File: src/rtl/mau_pkg.sv
// mau_pkg: access-size encodings, FSM states, lane widths and address helpers for mem_access_unit.
package mau_pkg;
   typedef enum logic [1:0] {SZ_BYTE = 2'b00, SZ_HALF = 2'b01, SZ_WORD = 2'b10, SZ_RSVD = 2'b11} size_e;
   typedef enum logic [1:0] {IDLE, ACCESS, WRITE, RESP} state_e;
   localparam int BYTE_W = 8;
   localparam int HALF_W = 16;
   localparam int WORD_W = 32;
   function automatic size_e norm_size(input logic [1:0] s);
      return s == SZ_RSVD ? SZ_WORD : size_e'(s);
   endfunction
   function automatic logic misaligned(input size_e s, input logic [1:0] lo);
      return (s == SZ_HALF && lo[0]) || (s == SZ_WORD && lo != 2'b00);
   endfunction
   function automatic logic [1:0] align_lo(input size_e s, input logic [1:0] lo);
      return s == SZ_WORD ? 2'b00 : s == SZ_HALF ? {lo[1], 1'b0} : lo;
   endfunction
endpackage

File: src/rtl/mau_align.sv
// mau_align: little-endian lane extract (with zero/sign extension) and sub-word merge into a RAM word.
module mau_align
   import mau_pkg::*;
(
   input  logic [WORD_W-1:0] word,
   input  logic [1:0]        addr,
   input  size_e             size,
   input  logic              sgn,
   input  logic [WORD_W-1:0] wdata,
   output logic [WORD_W-1:0] load,
   output logic [WORD_W-1:0] merged
);
   logic [4:0]        sh;
   logic [HALF_W-1:0] lane;
   logic [WORD_W-1:0] mask;
   always_comb begin
      sh = size == SZ_HALF ? {addr[1], 4'b0000} : {addr, 3'b000};
      lane = HALF_W'(word >> sh);
      mask = size == SZ_HALF ? 32'h0000_ffff : 32'h0000_00ff;
      load = size == SZ_BYTE ? {{(WORD_W-BYTE_W){sgn & lane[BYTE_W-1]}}, lane[BYTE_W-1:0]} :
             size == SZ_HALF ? {{(WORD_W-HALF_W){sgn & lane[HALF_W-1]}}, lane} : word;
      merged = size == SZ_WORD ? wdata : (word & ~(mask << sh)) | ((wdata & mask) << sh);
   end
endmodule

File: src/rtl/mem_access_unit.sv
// mem_access_unit: single-outstanding CPU load/store unit over a word RAM with read-modify-write for sub-word stores.
// Define MISALIGN_TRAP_EN to trap misaligned requests (Rsp_err) instead of force-aligning them.
module mem_access_unit
   import mau_pkg::*;
#(
   parameter int ADDR_W = 32,
   parameter int DATA_W = 32
) (
   input  logic              Clk,
   input  logic              Rst_n,
   input  logic              Req_valid,
   output logic              Req_ready,
   input  logic              Req_we,
   input  logic [1:0]        Req_size,
   input  logic              Req_signed,
   input  logic [ADDR_W-1:0] Req_addr,
   input  logic [DATA_W-1:0] Req_wdata,
   output logic              Rsp_valid,
   output logic [DATA_W-1:0] Rsp_rdata,
   output logic              Rsp_err,
   output logic [ADDR_W-1:0] Mem_addr,
   output logic [DATA_W-1:0] Mem_din,
   output logic              Mem_we,
   input  logic [DATA_W-1:0] Mem_dout
);
   state_e            state, next;
   size_e             size_q, size_in;
   logic              we_q, sgn_q, trap, word_wr;
   logic [ADDR_W-1:0] addr_q, addr_in;
   logic [DATA_W-1:0] wdata_q, rdata_q, merged_q, load, merged;
   assign size_in = norm_size(Req_size);
`ifdef MISALIGN_TRAP_EN
   logic trap_q;
   assign addr_in = Req_addr;
   assign trap = trap_q;
   always_ff @(posedge Clk)
      if (!Rst_n) trap_q <= 1'b0;
      else if (Req_valid && Req_ready) trap_q <= misaligned(size_in, Req_addr[1:0]);
`else
   assign addr_in = {Req_addr[ADDR_W-1:2], align_lo(size_in, Req_addr[1:0])};
   assign trap = 1'b0;
`endif
   mau_align u_align (
      .word(Mem_dout), .addr(addr_q[1:0]), .size(size_q), .sgn(sgn_q), .wdata(wdata_q),
      .load(load), .merged(merged)
   );
   always_ff @(posedge Clk) begin
      if (!Rst_n) begin
         state    <= IDLE;
         we_q     <= 1'b0;
         sgn_q    <= 1'b0;
         size_q   <= SZ_BYTE;
         addr_q   <= '0;
         wdata_q  <= '0;
         rdata_q  <= '0;
         merged_q <= '0;
      end else begin
         state <= next;
         if (Req_valid && Req_ready) begin
            we_q    <= Req_we;
            sgn_q   <= Req_signed;
            size_q  <= size_in;
            addr_q  <= addr_in;
            wdata_q <= Req_wdata;
         end
         if (state == ACCESS) begin
            rdata_q  <= we_q || trap ? '0 : load;
            merged_q <= merged;
         end
      end
   end
   // Mem_we is gated by Rst_n so a reset in the write cycle suppresses that write.
   always_comb begin
      next      = state;
      word_wr   = state == ACCESS && !trap && we_q && size_q == SZ_WORD;
      Req_ready = state == IDLE;
      Mem_we    = Rst_n && (word_wr || state == WRITE);
      Mem_addr  = (state == ACCESS && !trap) || state == WRITE ? {addr_q[ADDR_W-1:2], 2'b00} : '0;
      Mem_din   = state == WRITE ? merged_q : word_wr ? wdata_q : '0;
      Rsp_valid = state == RESP;
      Rsp_rdata = Rsp_valid ? rdata_q : '0;
      Rsp_err   = Rsp_valid && trap;
      case (state)
         IDLE:    next = Req_valid ? ACCESS : IDLE;
         ACCESS:  next = !trap && we_q && size_q != SZ_WORD ? WRITE : RESP;
         WRITE:   next = RESP;
         default: next = IDLE;
      endcase
   end
endmodule

File: config.mk
export PLATFORM = sky130hd
export DESIGN_NAME = mem_access_unit
export DESIGN_NICKNAME = d
export VERILOG_FILES = /design/src/rtl/mau_pkg.sv /design/src/rtl/mau_align.sv /design/src/rtl/mem_access_unit.sv
export SDC_FILE = /design/constraint.sdc
export NUM_CORES = 1
export LEC_CHECK = 0
export ABC_CLOCK_PERIOD_IN_PS = 2100
export CORE_ASPECT_RATIO = 0.6
export CORE_MARGIN = 2
export CORE_UTILIZATION = 45
export DETAILED_ROUTE_END_ITERATION = 6
export PLACE_DENSITY = 0.77
export SLEW_MARGIN = 25
export SYNTH_ARGS = -nofsm -noshare
export SYNTH_HDL_FRONTEND = slang
export SYNTH_SLANG_ARGS = --single-unit
File: constraint.sdc
create_clock -name Clk -period 2.1 [get_ports Clk]
set_input_delay 0.42 -clock Clk [delete_from_list [all_inputs] [get_ports Clk]]
set_output_delay 0.42 -clock Clk [all_outputs]
set_load 0.02 [all_outputs]
== Word level (Yosys, flattened, before mapping) ==
Index checks and enable logic that the tools add are counted.

* Muxes and demuxes: 16
* Bitwise operators: 6
* Shifts and indexed selects: 3
* Reduce and logical (&&, ||, !) cells: 9
* Equality and inequality tests: 9

{| class="wikitable"
|+ Operators by type and width
! cell !! number
|-
| $mux 32 || 8
|-
| $and 32x32->32 || 2
|-
| $not 32->32 || 1
|-
| $or 32x32->32 || 1
|-
| $shl 16x5->32 || 1
|-
| $shl 32x5->32 || 1
|-
| $shr 32x5->16 || 1
|-
| $mux 16 || 1
|-
| $eq 2x2->1 const B || 5
|-
| $eq 2x1->1 const B || 3
|-
| $pmux 2 s3 || 1
|-
| $logic_and 1x1->1 || 5
|-
| $logic_not 2->1 || 2
|-
| $mux 2 || 2
|-
| $mux 4 || 1
|-
| $mux 1 || 3
|-
| $and 1x1->1 || 2
|-
| $logic_or 1x1->1 || 2
|-
| $ne 2x2->1 const B || 1
|}

* Logic and storage cells: 51
* Bits in registers: 134
* Output and inout port bits: 100
* Input bits: 103

== Depth between registers and ports, before layout ==
Gate-level depths: netlist of the first run.

* Depth after elaboration: 7
* Depth in mapped cells: 8

== Cells and area by module ==
Synthesis of the first run repeated with hierarchy kept, for this count alone.

* Cell total of the unflattened synthesis: 939
* Area total of the unflattened synthesis: 7,718.7 um^2

{| class="wikitable"
|+ By module, submodules not included
! module !! cells each !! instances !! area each (um^2)
|-
| mem_access_unit || 700 || 1 || 6,229.7
|-
| mau_align || 239 || 1 || 1,488.9
|}

== Worst setup path before layout of the first run ==
OpenSTA, ideal clock, no wires.

* Kind: reg2out
* Start point: reg state[0]
* End point: out Mem_din[10]
* Buffers on the path: 2
* Stages on the path, launching flop included: 7
* Slack: 5 ps
* Data arrival time: 1,675 ps
* Cell sequence: dfxtp_1 -> inv_1 -> ha_1 -> clkbuf_1 -> clkbuf_1 -> mux2i_1 -> nor2_1

* Cells in the longest elaborated chain, start to end: 5
* Elaborated cells between the ends (all ways): 6

{| class="wikitable"
|+ Ends and longest elaborated chain
! item !! line !! RTL
|-
| start: declaration || mem_access_unit.sv:26 || <nowiki>state_e state, next;</nowiki>
|-
| start signal: assignment || mem_access_unit.sv:58 || <nowiki>state <= next;</nowiki>
|-
| $eq 2x1->1 || mem_access_unit.sv:75 || <nowiki>word_wr = state == ACCESS && !trap && we_q && size_q == SZ_WORD;</nowiki>
|-
| $logic_and 1x1->1 (2 in series) || mem_access_unit.sv:75 ||
|-
| $mux 32 || mem_access_unit.sv:79 || <nowiki>Mem_din = state == WRITE ? merged_q : word_wr ? wdata_q : '0;</nowiki>
|-
| $mux 32 (*) || mem_access_unit.sv:79 ||
|-
| end: declaration || mem_access_unit.sv:22 || <nowiki>output logic [DATA_W-1:0] Mem_din,</nowiki>
|}

Every way passes the cells marked *; elsewhere a longest branch is shown, timed or not.

== Final worst setup path of the first run ==
* Start point: reg state[0]
* End point: out Mem_din[22]

The elaborated chain is that of the path after synthesis.

==> summary.txt, run 1 <==
Status
  – Status: finished, violations left
  – Failing checks: negative setup slack

Clocking
  – Total CTS buffers: 17
  – Longest Clk Path Bufs: 2
  – CTS sink cnt: 134
  – CTS tree: yes
  – Root buffer cell: clkbuf_16
  – CTS H-tree depth: 4
  – Clock slew seen by the registers of the worst setup and hold paths: 60 ps
  – Clock Latency Late Sink: 420 ps

Job
  – Max_cap viols: 0

Global route
  – Largest net degree at the start of global routing: 50
  – Initial antenna violation count: 1
  – Grt peak-use layer: met1
  – Total grt overflow: 0
  – GR Util All Layers: 29.81%
  – M2 GR Usage: 42.57%
  – GRT met3 Usage: 9.176%
  – Vias in the first global route: 6,652
  – Global-route wire length before repair: 36.87 mm
  – M1 GR Usage: 44.22%

Route
  – Routed vias: 7,266
  – Iteration-0 DRC count of the detailed router: 802
  – Routed Wire Length: 24.43 mm
  – Initial DRT Pass Iterations: 6
  – ANT nets after route: 0
  – Via density: 5.624
  – DRC viols: 0
  – Routed len/inst: 18.91 um

Critical path
  – R2R depth: 6
  – WP data required: 1680 ps
  – CP Launch Type: flip-flop
  – Critical path type: flip-flop to output pin
  – Slowest CP cell: dfxtp_2
  – Crit path largest cell delay: 340 ps
  – Crit path arrival time: 1830 ps
  – Critical path peak fanout: 4
  – CP Cell Sequence: buf_6, ha_4, a31oi_4, buf_8, buf_12, buf_16, nor2_1, buf_4
  – Setup crit end kind: output pin

Synth
  – Cell count after synthesis: 852
  – Area of the mapped netlist: 0.006683 mm^2
  – Ys flop type: dfxtp_1
  – Asr flop ratio synth: 0%
  – Synth Area per Inst: 7.843 um^2
  – Yosys warnings: 0
  – Synth Register Bits: 134
  – EDFF count, synth: 0
  – Seq/Total Area, Yosys: 40.14%
  – Synth unique cells: 42

Pwr
  – Pwr Density: 1067 mW/mm^2
  – Pleak: 4.010 nW
  – Worst vdd ir: 0.6839 mV

Cells and area
  – Synth-to-Final Area Change: 53.70%
  – FILL cells: 1,184
  – Ratio of cells with drive above 1 in the final layout: 26.05%
  – Antenna cells: 0
  – Nets: 1,189
  – Commonest non-fill, non-tap cells in the layout: nand2_1, dfxtp_1, a21oi_1, clkdlybuf4s50_1, and2_1
  – Most common cell after layout, fill and taps aside: nand2_1
  – Util after Layout: 70.80%

Worst hold path
  – WHS Path Cells: 2
  – Hold Path Class: flip-flop to flip-flop

Die
  – Core area: 0.01451 mm^2
  – # IOs: 203
  – Initial Util: 46.07%
  – Die W: 161.3 um
  – Cell Rows: 34
  – Die Ht: 98.40 um
  – Die area: 0.01587 mm^2

STA
  – Final setup vio count: 61
  – Max frequency: 443.7 MHz
  – Final min period: 2254 ps
  – Slew @ Worst Pin: 528.8 ps
  – RSZ-0062 raised after global routing: yes
  – Pins Over Slew Limit: 0
  – Fin Clk Skew: 7.616 ps
  – Final Hold Fails: 0
  – PnR worst setup slack: -153.7 ps
  – Relative slew slack: 64.48%
  – Fin Hold WS: 436.1 ps
  – Fin crit share: 107.3%

Place
  – GP Congestion: 0.9164
  – Dpl ws: -127.6 ps
  – DPL Wire Length: 16.46 mm
  – Port Buffer Count: 199
-- cell usage after synthesis (2+ instances only) --
master,number,area [um^2]
inv_2,2,7.510
buf_1,9,33.78
o221ai_1,29,254.0
o41ai_1,2,17.52
nor3_1,5,25.02
and2_1,64,400.4
mux2i_1,41,410.4
o21ai_0,16,80.08
ha_1,5,62.56
a22oi_1,17,127.6
a211oi_1,4,30.03
nor2b_1,29,181.4
buf_2,7,35.03
a31oi_1,9,56.30
nand2b_1,5,31.28
inv_1,10,37.54
buf_4,4,30.03
mux2_2,6,67.56
o21ai_1,6,30.03
a2bb2oi_1,5,43.79
nand2_1,189,709.4
and3_1,2,12.51
dfxtp_1,134,2683
nor2_1,41,153.9
o21ai_2,12,105.1
a22o_1,8,70.07
o22ai_1,10,62.56
clkbuf_1,52,195.2
a21oi_1,107,535.5
nand3b_1,10,75.07
-- stage by stage --
step / instance area (um^2) / setup TNS [ps] / power (mW) / instances
global route: 10270 / -8555 / 11.46 / 1292
detailed placement: 9168 / -4679 / 7.031 / 1236
CTS: 9877 / -4718 / 10.45 / 1281
floorplan: 6690 / 0 / 5.474 / 854
global placement: 9168 / -4024 / 6.967 / 1236
finish: 10270 / -4914 / 10.96 / 1292
-- logic make-up after synthesis --
kind of cell | count (synthesis) | synth area share, %
simple gates | 351 | 24.60
compound gates | 228 | 21.70
flops | 134 | 40.14
buf+inv | 85 | 5.243
mux | 48 | 7.321
fa+ha+maj | 5 | 0.9362
other cells | 1 | 0.05612
-- flip-flops by register name, indices dropped and copies added (netlist names) --
signal,count
we_q,1
size_q,2
merged_q,32
state,2
sgn_q,1
rdata_q,32
addr_q,32
wdata_q,32
-- layer usage --
metal / up-vias / routed length, um
met5: - / 0
met4: 0 / 268
met3: 29 / 2852
met2: 436 / 10380
met1: 3413 / 10940
li1: 3388 / -
-- path summary, 6_finish.rpt --
path | start | to | slack, ps
worst max register to register | size_q[1] | rdata_q[20] | 110
worst min-delay path | rdata_q[5] | rdata_q[5] | 440
worst min register to register | rdata_q[5] | rdata_q[5] | 440
worst max-delay path | state[0] | Mem_din[22] | -150
-- power by group --
part | switching [mW] | internal [mW]
registers | 0.380 | 3.07
logic | 2.44 | 2.06
clock network | 1.23 | 1.78
-- cell type report --
cell class              count  area [um^2]  share of cell area [%]
clock buffers              17        425.4                   4.142
well taps                 198        247.7                   2.412
inverters                  12        45.04                  0.4385
flip-flops and latches    134         2688                   26.17
clock inverters            15        165.2                   1.608
multi-input cells         635         3984                   38.79
repair buffers            281         2716                   26.45
-- worst max-delay path: cells and delay by family (launching register included) --
kind	cells	cell delay [ps]
DFF	1	340
AOI/OAI and AO/OA	1	220
buffers and inverters	5	650
and+or+nand+nor	1	40
adders and majority gates	1	160
-- timing repair --
action                                 CTS  global route
hold buffers                             0             0
cloned                                   2             1
pin swaps                               10            11
setup endpoints to repair               96            75
setup buffers                           11            11
endpoints found under the hold margin    0             0
resized for setup                      421            85
Note: power is estimated with default switching activity, not from simulation.
==> run 2, diff against run 1 <==
--- a/config.mk
+++ b/config.mk
@@ -6,10 +6,12 @@
 export NUM_CORES = 1
 export LEC_CHECK = 0
 export ABC_CLOCK_PERIOD_IN_PS = 2100
+export CAP_MARGIN = 30
 export CORE_ASPECT_RATIO = 0.6
 export CORE_MARGIN = 2
 export CORE_UTILIZATION = 45
 export DETAILED_ROUTE_END_ITERATION = 6
+export GPL_ROUTABILITY_DRIVEN = 0
 export PLACE_DENSITY = 0.77
 export SLEW_MARGIN = 25
 export SYNTH_ARGS = -nofsm -noshare
==> run 2 against run 1 <==
The run still ends with negative setup slack left; sequential share of layout area rose by 0.25 points; clock power rose by 8.0%; via count fell by 0.15%; register-to-register slack got worse by 60 ps; power rose by 4.0%; clock skew rose by 4.6 ps; final cell count fell by 0.54%.
==> summary.txt, run 2 (synthesized netlist as in run 1, its figures left out) <==
Pwr
  – Pleak: 4.108 nW (+2.4%)
  – Worst vdd ir: 0.6322 mV (-7.6%)
  – Power after layout: 11.40 mW (+4.0%)
  – Pwr Density: 1120 mW/mm^2 (+4.9%)

STA
  – Fin Clk Skew: 12.18 ps (+4.562 ps)
  – RSZ-0062 raised after global routing: yes
  – Fin crit share: 105.8% (-1.6 points)
  – Final setup vio count: 63 (+3.3%)
  – Final Hold Fails: 0 (unchanged)
  – Final min period: 2221 ps (-32.63 ps)
  – Max frequency: 450.2 MHz (+1.5%)
  – Relative slew slack: 64.70% (+0.22 points)
  – PnR worst setup slack: -121.0 ps (+32.63 ps)
  – Slew @ Worst Pin: 529.5 ps (+0.7433 ps)
  – Pins Over Slew Limit: 0 (unchanged)
  – Fin Hold WS: 444.4 ps (+8.289 ps)

Place
  – DPL Wire Length: 16.50 mm (+0.27%)
  – Port Buffer Count: 199 (unchanged)
  – Placed insts: 1,236 (unchanged)

Clocking
  – CTS tree: yes
  – CTS H-tree depth: 4 (unchanged)
  – Hold_buf cts: 0 (unchanged)
  – Longest Clk Path Bufs: 2 (unchanged)
  – Clock slew seen by the registers of the worst setup and hold paths: 60 ps (about the same)
  – Total CTS buffers: 17 (unchanged)
  – CTS sink cnt: 134 (unchanged)
  – Clock Latency Late Sink: 420 ps (about the same)
  – Root buffer cell: clkbuf_16

Global route
  – Global-route wire length before repair: 36.96 mm (+0.24%)
  – GR Util All Layers: 30.00% (+0.19 points)
  – Total grt overflow: 0 (unchanged)
  – Largest net degree at the start of global routing: 50 (unchanged)
  – Vias in the first global route: 6,696 (+0.66%)
  – Initial antenna violation count: 0 (-1)

Status
  – Failing checks: negative setup slack
  – Status: finished, violations left

Route
  – DRC viols: 0 (unchanged)
  – Initial DRT Pass Iterations: 7 (+1)
  – Routed len/inst: 19.34 um (+2.3%)
  – ANT nets after route: 0 (unchanged)
  – Iteration-0 DRC count of the detailed router: 916 (+14%)
  – Routed vias: 7,255 (-0.15%)
  – Via density: 5.646 (+0.39%)
  – Routed Wire Length: 24.85 mm (+1.7%)

Die
  – Core area: 0.01451 mm^2 (unchanged)
  – Cell Rows: 34 (unchanged)
  – Die area: 0.01587 mm^2 (unchanged)
  – # IOs: 203 (unchanged)
  – Die W: 161.3 um (unchanged)
  – Initial Util: 46.07% (unchanged)
  – Die Ht: 98.40 um (unchanged)

Critical path
  – Critical path peak fanout: 5 (+1)
  – CP Cell Sequence: inv_4, ha_4, a31oi_4, buf_6, buf_8, buf_6, nor2_4, buf_6
  – Most frequent CP cell: buf_6
  – Crit path largest cell delay: 380 ps (+40 ps)
  – Setup crit end kind: output pin
  – Slowest CP cell: dfxtp_4
  – CP Launch Type: flip-flop
  – Crit path arrival time: 1800 ps (-30 ps)
  – Critical path type: flip-flop to output pin
  – WP data required: 1680 ps (about the same)

Cells and area
  – FILL cells: 1,153 (-2.6%)
  – Most common cell after layout, fill and taps aside: nand2_1
  – Ratio of cells with drive above 1 in the final layout: 26.59% (+0.54 points)
  – Commonest non-fill, non-tap cells in the layout: nand2_1, dfxtp_1, a21oi_1, clkdlybuf4s50_1, buf_4
  – Synth-to-Final Area Change: 52.37%
  – Non-Filler Instances: 1,285 (-0.54%)
  – Util after Layout: 70.19% (-0.61 points)
  – Antenna cells: 0 (unchanged)
  – Nets: 1,182 (-0.59%)

Worst hold path
  – Hold Path Class: flip-flop to flip-flop

Job
  – Max_cap viols: 0 (unchanged)
-- run 2: cell count changes in the layout (fill, tap and decap cells not counted), sizes merged --
cell           delta
clkdlybuf4s15    -27
buf              +18
clkinv            +2
inv               -8
clkbuf            +6
bufinv            +2
-- run 2: area by class of cell --
| type | count | area [um^2] | share of cell area (%) |
|---|---|---|---|
| Inverter | 12 | 50.05 | 0.4915 |
| Timing Repair Buffer | 274 | 2628 | 25.80 |
| Tap cell | 198 | 247.7 | 2.433 |
| Clock inverter | 11 | 172.7 | 1.696 |
| Sequential cell | 134 | 2690 | 26.42 |
| Multi-Input combinational cell | 635 | 3924 | 38.54 |
| Clock buffer | 21 | 470.5 | 4.620 |
-- run 2: metrics by stage --
step	area [um^2]	worst slack [ps]	TNS, ps
3_5_place_dp	9193	-205.2	-8806
4_1_cts	9799	-114.9	-1466
6_report	10180	-121.0	-3577
3_3_place_gp	9193	-220.7	-7831
2_1_floorplan	6690	4.929	0
5_1_grt	10180	-157.8	-5799
-- run 2: path summary, 6_finish.rpt --
| path | start | endpoint | slack, ps | cells after the start |
|---|---|---|---|---|
| worst max register to register | state[1] | merged_q[27] | 50 | 9 |
| worst min register to register | rdata_q[24] | rdata_q[24] | 440 | 2 |
| worst max-delay path | state[0] | Mem_din[31] | -120 | 8 |
| worst min-delay path | rdata_q[24] | rdata_q[24] | 440 | 2 |
-- run 2: per-layer routing --
metal	track usage, %	vias up	part of all wire, %
met4	7.486	0	1.8
met3	10.37	42	12
met5	0	-	0
met1	43.36	3368	45
li1	-	3379	-
met2	42.57	466	41
-- run 2: repair_timing --
action | in CTS | in global routing
setup buffers | 12 | 1
pin swaps | 7 | 28
endpoints found under the setup margin | 97 | 109
resized for setup | 457 | 102
gates cloned | 3 | 4
endpoints found under the hold margin | 0 | 0
-- run 2: power by group --
| group | internal [mW] | switching (mW) | leakage (nW) |
|---|---|---|---|
| registers | 3.08 | 0.383 | 1.10 |
| logic | 2.22 | 2.47 | 2.70 |
| clock network | 2.09 | 1.17 | 0.313 |
| total | 7.38 | 4.02 | 4.11 |
-- run 2: worst max-delay path: cells and delay by family (launching register included) --
family          cells  cell delay (ps)
flops               1              380
buf+inv             5              590
compound gates      1              190
simple gates        1               30
fa+ha+maj           1              190
==> run 3, diff against run 2 <==
--- a/config.mk
+++ b/config.mk
@@ -13,6 +13,8 @@
 export DETAILED_ROUTE_END_ITERATION = 6
 export GPL_ROUTABILITY_DRIVEN = 0
 export PLACE_DENSITY = 0.77
+export RECOVER_POWER = 25
+export SETUP_SLACK_MARGIN = 0.2
 export SLEW_MARGIN = 25
 export SYNTH_ARGS = -nofsm -noshare
 export SYNTH_HDL_FRONTEND = slang
==> run 3 against run 2 <==
Worst hold slack lost 6.3 ps; sequential share of layout area shrank 1.6 points; clock-buffer cell count is the same; first-iteration DRC count is 2.8% higher; clock power down 4%; critical path depth fell by 1; core utilization up 4.7 points; sequential power about the same; fmax fell by 1.5%; the flow still finishes with violations (negative setup slack); die area is the same; non-clock buffer count increased by 21; final area rose by 6.7%.
==> summary.txt, run 3 (synthesized netlist as in run 1, its figures left out) <==
Worst hold path
  – Hold Path Class: flip-flop to flip-flop
  – WHS Path Cells: 2 (unchanged)

STA
  – RSZ-0062 raised after global routing: yes
  – PnR worst setup slack: -153.9 ps (-32.88 ps)
  – Fin Hold WS: 438.1 ps (-6.270 ps)
  – Final setup vio count: 75 (+19%)
  – Final min period: 2254 ps (+32.88 ps)
  – Max frequency: 443.7 MHz (-1.5%)
  – Setup TNS: -3693 ps (-116.1 ps)
  – Fin crit share: 107.3% (+1.6 points)
  – Relative slew slack: 66.09% (+1.4 points)
  – Final Hold Fails: 0 (unchanged)
  – Pins Over Slew Limit: 0 (unchanged)
  – Fin Clk Skew: 9.714 ps (-2.465 ps)
  – Slew @ Worst Pin: 507.4 ps (-22.10 ps)

Clocking
  – Root buffer cell: clkbuf_16
  – CTS sink cnt: 134 (unchanged)
  – Longest Clk Path Bufs: 2 (unchanged)
  – CTS tree: yes
  – CTS H-tree depth: 4 (unchanged)
  – Total CTS buffers: 17 (unchanged)
  – Clock slew seen by the registers of the worst setup and hold paths: 60 ps (about the same)
  – Clock Latency Late Sink: 420 ps (about the same)
  – Hold_buf cts: 0 (unchanged)

Cells and area
  – Most common cell after layout, fill and taps aside: nand2_1
  – Antenna cells: 0 (unchanged)
  – Post-route design area: 0.01086 mm^2 (+6.7%)
  – Nets: 1,203 (+1.8%)
  – Non-Filler Instances: 1,306 (+1.6%)
  – Synth-to-Final Area Change: 62.54%
  – Util after Layout: 74.87% (+4.7 points)
  – Commonest non-fill, non-tap cells in the layout: nand2_1, dfxtp_1, a21oi_1, buf_6, clkdlybuf4s50_1
  – Ratio of cells with drive above 1 in the final layout: 32.49% (+5.9 points)

Route
  – Via density: 5.717 (+1.3%)
  – Routed Wire Length: 26.01 mm (+4.6%)
  – Routed len/inst: 19.91 um (+3.0%)
  – Routed vias: 7,467 (+2.9%)
  – DRC viols: 0 (unchanged)
  – Initial DRT Pass Iterations: 7 (unchanged)
  – ANT nets after route: 0 (unchanged)
  – Iteration-0 DRC count of the detailed router: 942 (+2.8%)

Global route
  – Total grt overflow: 0 (unchanged)
  – Largest net degree at the start of global routing: 50 (unchanged)
  – Global-route wire length before repair: 38.38 mm (+3.8%)
  – GR Util All Layers: 31.03% (+1.0 points)
  – Initial antenna violation count: 0 (unchanged)
  – Vias in the first global route: 6,897 (+3.0%)

Die
  – Die area: 0.01587 mm^2 (unchanged)
  – Core area: 0.01451 mm^2 (unchanged)
  – Initial Util: 46.07% (unchanged)
  – Die Ht: 98.40 um (unchanged)
  – Die W: 161.3 um (unchanged)
  – # IOs: 203 (unchanged)
  – Cell Rows: 34 (unchanged)

Job
  – Max_cap viols: 0 (unchanged)

Place
  – Placed insts: 1,240 (+0.32%)
  – Port Buffer Count: 199 (unchanged)
  – DP Area: 0.009286 mm^2 (+1.0%)
  – Dpl ws: -201.9 ps (+3.306 ps)
  – DPL Wire Length: 16.44 mm (-0.34%)

Pwr
  – Pleak: 4.320 nW (+5.2%)
  – Pwr Density: 1071 mW/mm^2 (-4.3%)
  – Worst vdd ir: 0.6448 mV (+2.0%)
  – Power after layout: 11.64 mW (+2.0%)

Critical path
  – R2R depth: 7 (-2)
  – Crit path arrival time: 1830 ps (+30 ps)
  – WP data required: 1680 ps (about the same)
  – Setup crit end kind: output pin
  – CP Launch Type: flip-flop
  – Critical path peak fanout: 6 (+1)
  – Critical path type: flip-flop to output pin

Status
  – Failing checks: negative setup slack
  – Status: finished, violations left
run 3: where the power goes:
group	leakage (nW)	internal, mW	switching [mW]
combinational	2.93	2.45	2.61
clock	0.293	1.93	1.18
sequential	1.10	3.08	0.380
total	4.32	7.47	4.17
run 3: timing repair:
item,in CTS,in global routing
hold endpoints to repair,0,0
setup buffers,19,5
pin swaps,16,32
setup endpoints to repair,145,159
gates cloned,6,4
gates resized for setup,576,119
run 3: layout make-up:
cell class / instances / area (um^2)
well taps: 198 / 247.7
clock buffers: 21 / 460.4
flip-flops and latches: 134 / 2694
repair buffers: 295 / 3217
multi-input cells: 635 / 4043
fillers: 1002 / 3645
clock inverters: 11 / 150.1
inverters: 12 / 50.05
run 3: worst paths after layout:
kind / startpoint / endpoint / slack, ps
max: state[1] / Mem_din[27] / -150
min: rdata_q[0] / rdata_q[0] / 440
max reg2reg: state[0] / addr_q[1] / 120
min reg2reg: rdata_q[0] / rdata_q[0] / 440
run 3: critical path: stages (launching register included):
cell and delay (ps):
dfxtp_4 390, ha_4 230, buf_16 150, buf_8 130
buf_4 110, mux2i_1 220, nor2_2 60, buf_6 130
run 3: metal layers:
metal	GRT usage, %	wire length [um]	up-vias
met5	1.515	33	-
met4	7.830	508	2
met3	9.558	3076	63
met2	45.89	11190	498
met1	43.88	11200	3483
li1	-	-	3421
==> edit (flow settings as in run 1) <==
`BYTE_W`: 8 -> 10.
--- a/src/rtl/mau_pkg.sv
+++ b/src/rtl/mau_pkg.sv
@@ -4,3 +4,3 @@
    typedef enum logic [1:0] {IDLE, ACCESS, WRITE, RESP} state_e;
-   localparam int BYTE_W = 8;
+   localparam int BYTE_W = 10;
    localparam int HALF_W = 16;
Function: changed (Yosys sat finds a counterexample within 4 cycles, from zero or initial values and one cycle with Rst_n low).
==> edit against run 1 <==
The flow still finishes with violations (negative setup slack); sequential share of layout area grew 1.5 points; routed wire length grew 3.3%; worst setup slack better by 0.053 ns; synthesized area down 1.0%; sequential cell count unchanged; synthesized cell count decreased by 2.8%; clock skew shrank 0.0018 ns; total power decreased by 1.0%; final area decreased by 5.2%; global-route usage rose by 1.4 points; highest routed layer unchanged.
==> edit: results (changes against run 1) <==
{| class="wikitable"
! Metric !! Value
|-
| Result of the run || finished with violations (unchanged)
|-
| Failing checks || negative setup slack (unchanged)
|-
| Worst voltage drop across the vdd grid || 0.000642 V (was 0.000684 V)
|-
| Placed Area || 9160 um2 (was 9170 um2)
|-
| Endpoint of the worst hold path || addr_q[12]$_SDFFE_PN0N_ (was rdata_q[5]$_SDFFE_PN0P_)
|-
| Initial drt markers || 998 (was 802)
|-
| Global router's overall resource usage || 0.313 (was 0.298)
|-
| DR vias/cell || 5.82 (was 5.62)
|-
| Detailed-route wire length per cell || 20.0 um (was 18.9 um)
|-
| Static leakage || 0.00389 uW (was 0.00401 uW)
|-
| Source of the worst hold timing path || addr_q[12]$_SDFFE_PN0N_ (was rdata_q[5]$_SDFFE_PN0P_)
|-
| Detailed placer's ending HPWL || 16,700 um (was 16,500 um)
|-
| Pre-antenna DRT Iters || 5 (was 6)
|-
| # Post-CTS Setup Buffers || 9 (was 11)
|-
| Largest stage delay, worst path || 0.36 ns (was 0.34 ns)
|-
| Area share of fa/ha/maj cells after synthesis || 0.00946 (was 0.00936)
|-
| Fin cells || 1,259 (was 1,292)
|-
| Final worst setup slack || -0.101 ns (was -0.154 ns)
|-
| Placement-stage worst setup slack || -0.0918 ns (was -0.128 ns)
|-
| Number of distinct library cells after synthesis || 45 (was 42)
|-
| Total chip power || 10,800 uW (was 11,000 uW)
|-
| Post-Route Skew || 0.00580 ns (was 0.00762 ns)
|-
| Clock network power consumption || 3270 uW (was 3010 uW)
|-
| Maximum fanout along the worst path || 6 (was 4)
|-
| Global-route wire length before repair || 38,500 um (was 36,900 um)
|-
| WP data arrival || 1.78 ns (was 1.83 ns)
|-
| Total setup violations reported at the end of the flow || 33 (was 61)
|-
| Pin count of the biggest net entering global routing || 58 (was 50)
|}
-- edit: logic make-up after synthesis --
family	after synthesis
buffers and inverters	82
other	1
adder cells (fa/ha/maj)	5
flip-flops	134
AND/OR/NAND/NOR	321
multiplexers	34
AO/OA/AOI/OAI	251
-- edit: cell type report --
class                   instances  area, um2  area share
multi-input cells             614       3720       0.382
clock inverters                15        215      0.0221
clock buffers                  17        425      0.0437
diodes                          1       2.50    0.000257
repair buffers                274       2420       0.248
flip-flops and latches        134       2690       0.276
inverters                       6       25.0     0.00257
well taps                     198        248      0.0254
-- edit: metal layers --
metal,global-route usage,up-vias,wire [um]
met3,0.106,50,3090
met5,0,-,0
met1,0.446,3468,11100
met4,0.0783,0,520
met2,0.452,440,10600
li1,-,3373,-
-- edit: worst reg2reg max path: cells and delay by family, from the launching register on --
kind / cells / cell delay [ns]
DFF: 1 / 0.34
AOI/OAI and AO/OA: 3 / 0.81
and+or+nand+nor: 1 / 0.43
buffers and inverters: 1 / 0.29
